===== config.mk =====
export PLATFORM = sky130hd
export DESIGN_NAME = accu_job_scheduler
export DESIGN_NICKNAME = d
export VERILOG_FILES = /design/src/rtl/accu_job_scheduler.sv
export SDC_FILE = /design/constraint.sdc
export NUM_CORES = 1
export LEC_CHECK = 0
export BUFFER_PORTS_ARGS = -buffer_cell sky130_fd_sc_hd__buf_2
export CAP_MARGIN = 20
export CORE_AREA = 5 5 78 80
export DETAILED_ROUTE_END_ITERATION = 8
export DIE_AREA = 0 0 83 85
export GPL_TIMING_DRIVEN = 1
export HOLD_SLACK_MARGIN = 0.12
export PLACE_DENSITY = 0.79
export SLEW_MARGIN = 20
export SYNTH_ARGS = -nofsm -noshare
export SYNTH_HDL_FRONTEND = slang
export SYNTH_SLANG_ARGS = --single-unit

===== constraint.sdc =====
create_clock -name sys_clk -period 3.9 [get_ports sys_clk]
set_input_delay 0.195 -clock sys_clk [delete_from_list [all_inputs] [get_ports sys_clk]]
set_output_delay 0.195 -clock sys_clk [all_outputs]
set_load 0.03 [all_outputs]

===== src/rtl/accu_job_scheduler.sv =====
// ---------------------------------------------------------------------------
// accu_job_scheduler
//
// Round-robin scheduler that shares a single Accumulator between NUM_REQ
// requesters. One requester owns the accumulator at a time. While it owns it,
// the scheduler holds accu_en high, follows accu_finished through its
// low-then-high sequence, and then drops accu_en for one cycle so the
// accumulator returns to step 0 with its sum cleared. Each job is reported
// back to its owner as a one-cycle done pulse. err accompanies the pulse when
// a programmable cycle budget ran out before the accumulator finished.
//
// Ports
//   sys_clk        clock, shared with the Accumulator
//   sys_rst_n      asynchronous active-low reset
//   req            level job request per requester
//   grant          one-hot owner of the current job, 0 when idle
//   done           one-cycle completion pulse to the owner
//   err            qualifies done: 1 = job ended by timeout
//   busy           1 in every state except IDLE
//   timeout_limit  cycle budget per job, 0 = no timeout; sampled at grant
//   accu_en        enable to the Accumulator
//   accu_finished  finished flag from the Accumulator (1 when idle)
//   job_cnt        completed jobs including timed-out ones, wraps at 16 bits
//   fsm_state      current FSM state (debug observation)
//
// Request handshake: a requester raises req and holds it until it sees its
// done bit. req is only looked at in IDLE, so dropping it mid-job has no
// effect. grant marks the owner from the cycle after selection through the
// last RUN cycle. done and err are valid for exactly one cycle (RELEASE);
// the requester must drop req no later than the cycle after done, otherwise
// it is granted again.
// ---------------------------------------------------------------------------
module accu_job_scheduler #(
    parameter int NUM_REQ   = 4,
    parameter int TIMEOUT_W = 16
) (
    input  logic                 sys_clk,
    input  logic                 sys_rst_n,
    input  logic [NUM_REQ-1:0]   req,
    output logic [NUM_REQ-1:0]   grant,
    output logic [NUM_REQ-1:0]   done,
    output logic                 err,
    output logic                 busy,
    input  logic [TIMEOUT_W-1:0] timeout_limit,
    output logic                 accu_en,
    input  logic                 accu_finished,
    output logic [15:0]          job_cnt,
    output logic [1:0]           fsm_state
);

    localparam int PTR_W = (NUM_REQ > 1) ? $clog2(NUM_REQ) : 1;

    localparam logic [1:0] ST_IDLE    = 2'd0;
    localparam logic [1:0] ST_ARM     = 2'd1;
    localparam logic [1:0] ST_RUN     = 2'd2;
    localparam logic [1:0] ST_RELEASE = 2'd3;

    logic [1:0]           state;
    logic [PTR_W-1:0]     ptr;
    logic [TIMEOUT_W-1:0] limit_q;
    logic [TIMEOUT_W-1:0] tmo_cnt;

    logic                 found;
    logic [PTR_W-1:0]     sel;
    logic [PTR_W-1:0]     cand;
    logic [PTR_W-1:0]     ptr_next;
    logic [NUM_REQ-1:0]   sel_onehot;
    logic                 tmo_hit;
    logic                 to_release;
    logic                 err_next;

    // Search req starting at ptr and wrapping; the first set bit wins.
    always_comb begin
        found = 1'b0;
        sel   = '0;
        cand  = '0;
        for (int i = 0; i < NUM_REQ; i++) begin
            cand = PTR_W'((int'(ptr) + i) % NUM_REQ);
            if (!found && req[cand]) begin
                found = 1'b1;
                sel   = cand;
            end
        end
    end

    assign ptr_next   = (sel == PTR_W'(NUM_REQ - 1)) ? '0 : sel + 1'b1;
    assign sel_onehot = {{(NUM_REQ-1){1'b0}}, 1'b1} << sel;

    // The counter equals the number of cycles spent since grant, so a hit
    // on cycle grant+limit puts RELEASE at grant+limit+1.
    assign tmo_hit = (limit_q != '0) && (tmo_cnt == limit_q);

    // Timeout wins over a finished flag arriving in the same cycle.
    always_comb begin
        to_release = 1'b0;
        err_next   = 1'b0;
        if (state == ST_ARM || state == ST_RUN) begin
            if (tmo_hit) begin
                to_release = 1'b1;
                err_next   = 1'b1;
            end else if (state == ST_RUN && accu_finished) begin
                to_release = 1'b1;
            end
        end
    end

    always_ff @(posedge sys_clk or negedge sys_rst_n) begin
        if (!sys_rst_n) begin
            state   <= ST_IDLE;
            ptr     <= '0;
            limit_q <= '0;
            tmo_cnt <= '0;
            grant   <= '0;
            done    <= '0;
            err     <= 1'b0;
            job_cnt <= '0;
        end else begin
            done <= '0;
            err  <= 1'b0;
            case (state)
                ST_IDLE: begin
                    if (found) begin
                        grant   <= sel_onehot;
                        limit_q <= timeout_limit;
                        tmo_cnt <= '0;
                        ptr     <= ptr_next;
                        state   <= ST_ARM;
                    end
                end
                ST_ARM, ST_RUN: begin
                    tmo_cnt <= tmo_cnt + 1'b1;
                    if (to_release) begin
                        done    <= grant;
                        err     <= err_next;
                        grant   <= '0;
                        job_cnt <= job_cnt + 16'd1;
                        state   <= ST_RELEASE;
                    end else if (state == ST_ARM && !accu_finished) begin
                        // Accumulator has left idle: the job is running.
                        state <= ST_RUN;
                    end
                end
                ST_RELEASE: begin
                    state <= ST_IDLE;
                end
                default: begin
                    state <= ST_IDLE;
                end
            endcase
        end
    end

    // Derived from the state register so that reset removes accu_en
    // immediately and the accumulator aborts along with the scheduler.
    assign accu_en   = (state == ST_ARM) || (state == ST_RUN);
    assign busy      = (state != ST_IDLE);
    assign fsm_state = state;

endmodule


==> qor.yml <==
logic_synthesis:
  ys.warnings.count: 0
  synth_area_per_cell_um2: 11.4
  syn_area_um2: 3050
  synth.yosys.seq_area_share_pct: 50.0
  ys_types: 40
  synth.net_count: 301
  postSynthCellCount: 269
  ys_ff_latch: 61
place:
  place_congestion: 0.822
  dp_cells: 384
  port_buffers: 51
  dp_hpwl_mm: 4.36
  place_area_um2: 3350
cts:
  cts.sinks: 61
  clockBufferDepth: 2
  cts_made_buffers: 9
  clk_pin_slew_worst_paths_ns: 0.07
  cts_resized: 0
  cts_hold_buffers: 17
  clockRootBuffer: "clkbuf_8"
  post-cts-setup-buffer-count: 0
  cts_tree: "built"
  clock_latency_ns: 0.34
  h-tree-depth: 3
timing:
  skew_ns: 0.00662
  hold_violations: 0
  min_period_ns: 2.41
  worst_pin_slew_ns: 0.854
  tns_ns: 0
  final-setup-viol-count: 0
  slew_violations: 0
  slew_headroom_pct: 42.8
  max_freq_mhz: 414
  final.period_utilization_pct: 61.9
  grt_setup_unrepaired: "false"
final_layout:
  final_cells: 417
  num_antenna_cells: 0
  drive_gt1_share_pct: 27.0
  final_area_um2: 3730
  layout.nets: 372
  final_util_pct: 69.9
  fillers: 401
  area_growth_pct: 22.2
power:
  max-vdd-ir-drop_mv: 0.718
  p_leak_nw: 1.80
  p_comb_share_pct: 39.4
  power.clock.fraction_pct: 22.8
  power_frac_seq_pct: 37.8
  p_int_w: 0.00157
  powerDensity_nw_per_um2: 684
  p_sw_share_pct: 38.4
  power_switching_w: 0.000980
global_routing:
  grt_pass1_vias: 2189
  overflow: 0
  grt_start_max_net_pins: 62
  track_usage_pct: 19.8
  antenna_found_initial: 0
  grt_pass1_wl_mm: 10.9
detailed_routing:
  routed_via_density: 5.37
  vias: 2240
  routedWlPerCell_um: 15.5
  drc: 0
  routed_wl_mm: 6.48
  drt-pass1-iter-count: 4
  ant_nets: 0
  drtIter0Drc: 125
status:
  status: "finished, final reports clean"
critical_path:
  startpoint: "limit_q[12]"
  critPathLaunchType: "flip-flop"
  endpoint_kind: "flip-flop"
  arrival_ns: 2.64
  timing.rr.start: "limit_q[12]"
  critPathMaxFanout: 19
  criticalPathCategory: "reg2reg"
  cp.required_ns: 4.13
floorplan:
  initial_core_util_pct: 57.2
  core-area_um2: 5340
  die_area_um2: 7060
  ios: 52
  fp.dieH_um: 85
  rows: 27
  die_w_um: 83
hold_path:
  hold_class: "in2reg"
  hp-start: "accu_finished"
job:
  cap_violations: 0
==> cells by family after synthesis <==
logic type / count (synthesis) / share of synthesized area [%]
adders and majority gates: 9 / 3.69
AOI/OAI and AO/OA: 27 / 6.72
muxes: 22 / 8.07
buffers and inverters: 18 / 3.03
and+or+nand+nor: 92 / 17.0
xor gates and xnor gates: 40 / 11.5
DFF: 61 / 50.0
==> worst max-delay path, stage by stage (launching register included) <==
cell and delay [ns]:
dfrtp_1 0.43, xnor2_1 0.19, nand4_1 0.14, nor4_2 0.39, a22o_1 0.59, and2_4 0.26, mux2_1 0.31
==> sequential cells by signal (all words and copies together), names as in the netlist <==
name / flops
job_cnt: 16
done: 4
fsm_state: 2
ptr: 2
tmo_cnt: 16
err: 1
limit_q: 16
grant: 4
==> cells in the mapped netlist <==
cell type  number  share of area (%)
dfrtp_1        61                 50
xnor2_1        31                8.9
mux2_2         17                6.3
nand3_1        15                2.5
nand2_1        14                1.7
and3_1         13                2.7
nor2_1         13                1.6
nand4_1        12                2.5
a22o_1         10                2.9
ha_1            9                3.7
xor2_1          9                2.6
inv_1           8               0.98
and4_1          6                1.7
clkbuf_1        4               0.49
nor4_1          4               0.82
o21ai_0         4               0.66
a21oi_1         3               0.49
and2_1          3               0.61
mux2i_1         3               0.98
o21a_1          3               0.74
buf_2           2               0.33
buf_4           2               0.49
buf_6           2               0.74
nand2b_1        2               0.41
nor3_1          2               0.33
o22a_1          2               0.57
or4_1           2               0.49
a21o_1          1               0.25
a22oi_1         1               0.25
a2bb2oi_1       1               0.29
a32o_1          1               0.33
and2_4          1               0.29
mux2_1          1               0.37
mux2i_2         1               0.45
nand2_2         1               0.20
nor2_2          1               0.20
nor4_2          1               0.41
o21ai_2         1               0.29
or2_4           1               0.29
or4_4           1               0.37
==> final timing paths <==
path / to / slack [ns] / cells past startpoint
worst max-delay path: job_cnt[1] / 1.49 / 6
worst min register to register: job_cnt[15] / 0.47 / 1
worst max register to register: job_cnt[1] / 1.49 / 6
worst min-delay path: fsm_state[0] / 0.35 / 4
min in group asynchronous: job_cnt[1] / 0.54 / 3
max in group asynchronous: tmo_cnt[4] / 2.83 / 3
==> cell type report <==
cell class / count / area [um^2] / area share [%]
well taps: 72 / 90.1 / 2.41
multi-input cells: 190 / 1440 / 38.4
flip-flops and latches: 61 / 1530 / 40.9
inverters: 8 / 30.0 / 0.804
clock inverters: 3 / 42.5 / 1.14
repair buffers: 70 / 440 / 11.8
clock buffers: 13 / 169 / 4.52
==> metal layers <==
metal	wire (um)	up-vias	global-route usage [%]	part of all wire [%]
met2	3050	55	29.8	47
met4	146	0	10.3	2.3
met3	282	12	5.83	4.4
li1	-	1093	-	-
met1	3000	1080	25.9	46
met5	0	-	0	0
==> layout by cell type (no fill, tap or decap), drive strengths merged, types with 4 or more instances in the layout <==
| master | synthesis | final |
|---|---|---|
| a22o | 10 | 10 |
| and2 | 4 | 4 |
| and3 | 13 | 13 |
| and4 | 6 | 6 |
| buf | 6 | 53 |
| clkbuf | 4 | 13 |
| dfrtp | 61 | 61 |
| dlygate4sd3 | 0 | 17 |
| ha | 9 | 9 |
| inv | 8 | 8 |
| mux2 | 18 | 18 |
| mux2i | 4 | 4 |
| nand2 | 15 | 15 |
| nand3 | 15 | 15 |
| nand4 | 12 | 12 |
| nor2 | 14 | 14 |
| nor4 | 5 | 5 |
| o21ai | 5 | 5 |
| xnor2 | 31 | 31 |
| xor2 | 9 | 9 |
==> stage by stage <==
stage	total power [W]	worst slack (ns)	hold slack, ns
after floorplan	0.00174	1.67	-0.101
after global placement	0.00193	1.58	0.399
after detailed placement	0.00196	1.52	0.403
after CTS	0.00256	1.50	0.338
after global routing	0.00273	1.30	0.380
final	0.00255	1.49	0.351
==> power by group through the flow <==
stage               logic [W]  registers (W)  clock network, W
finish                0.00100       0.000965          0.000583
global route          0.00110       0.000988          0.000638
CTS                   0.00100       0.000959          0.000599
detailed placement   0.000989       0.000969                 0
global placement     0.000969       0.000963                 0
floorplan            0.000744       0.000996                 0
(Power assumes the default switching activity.)
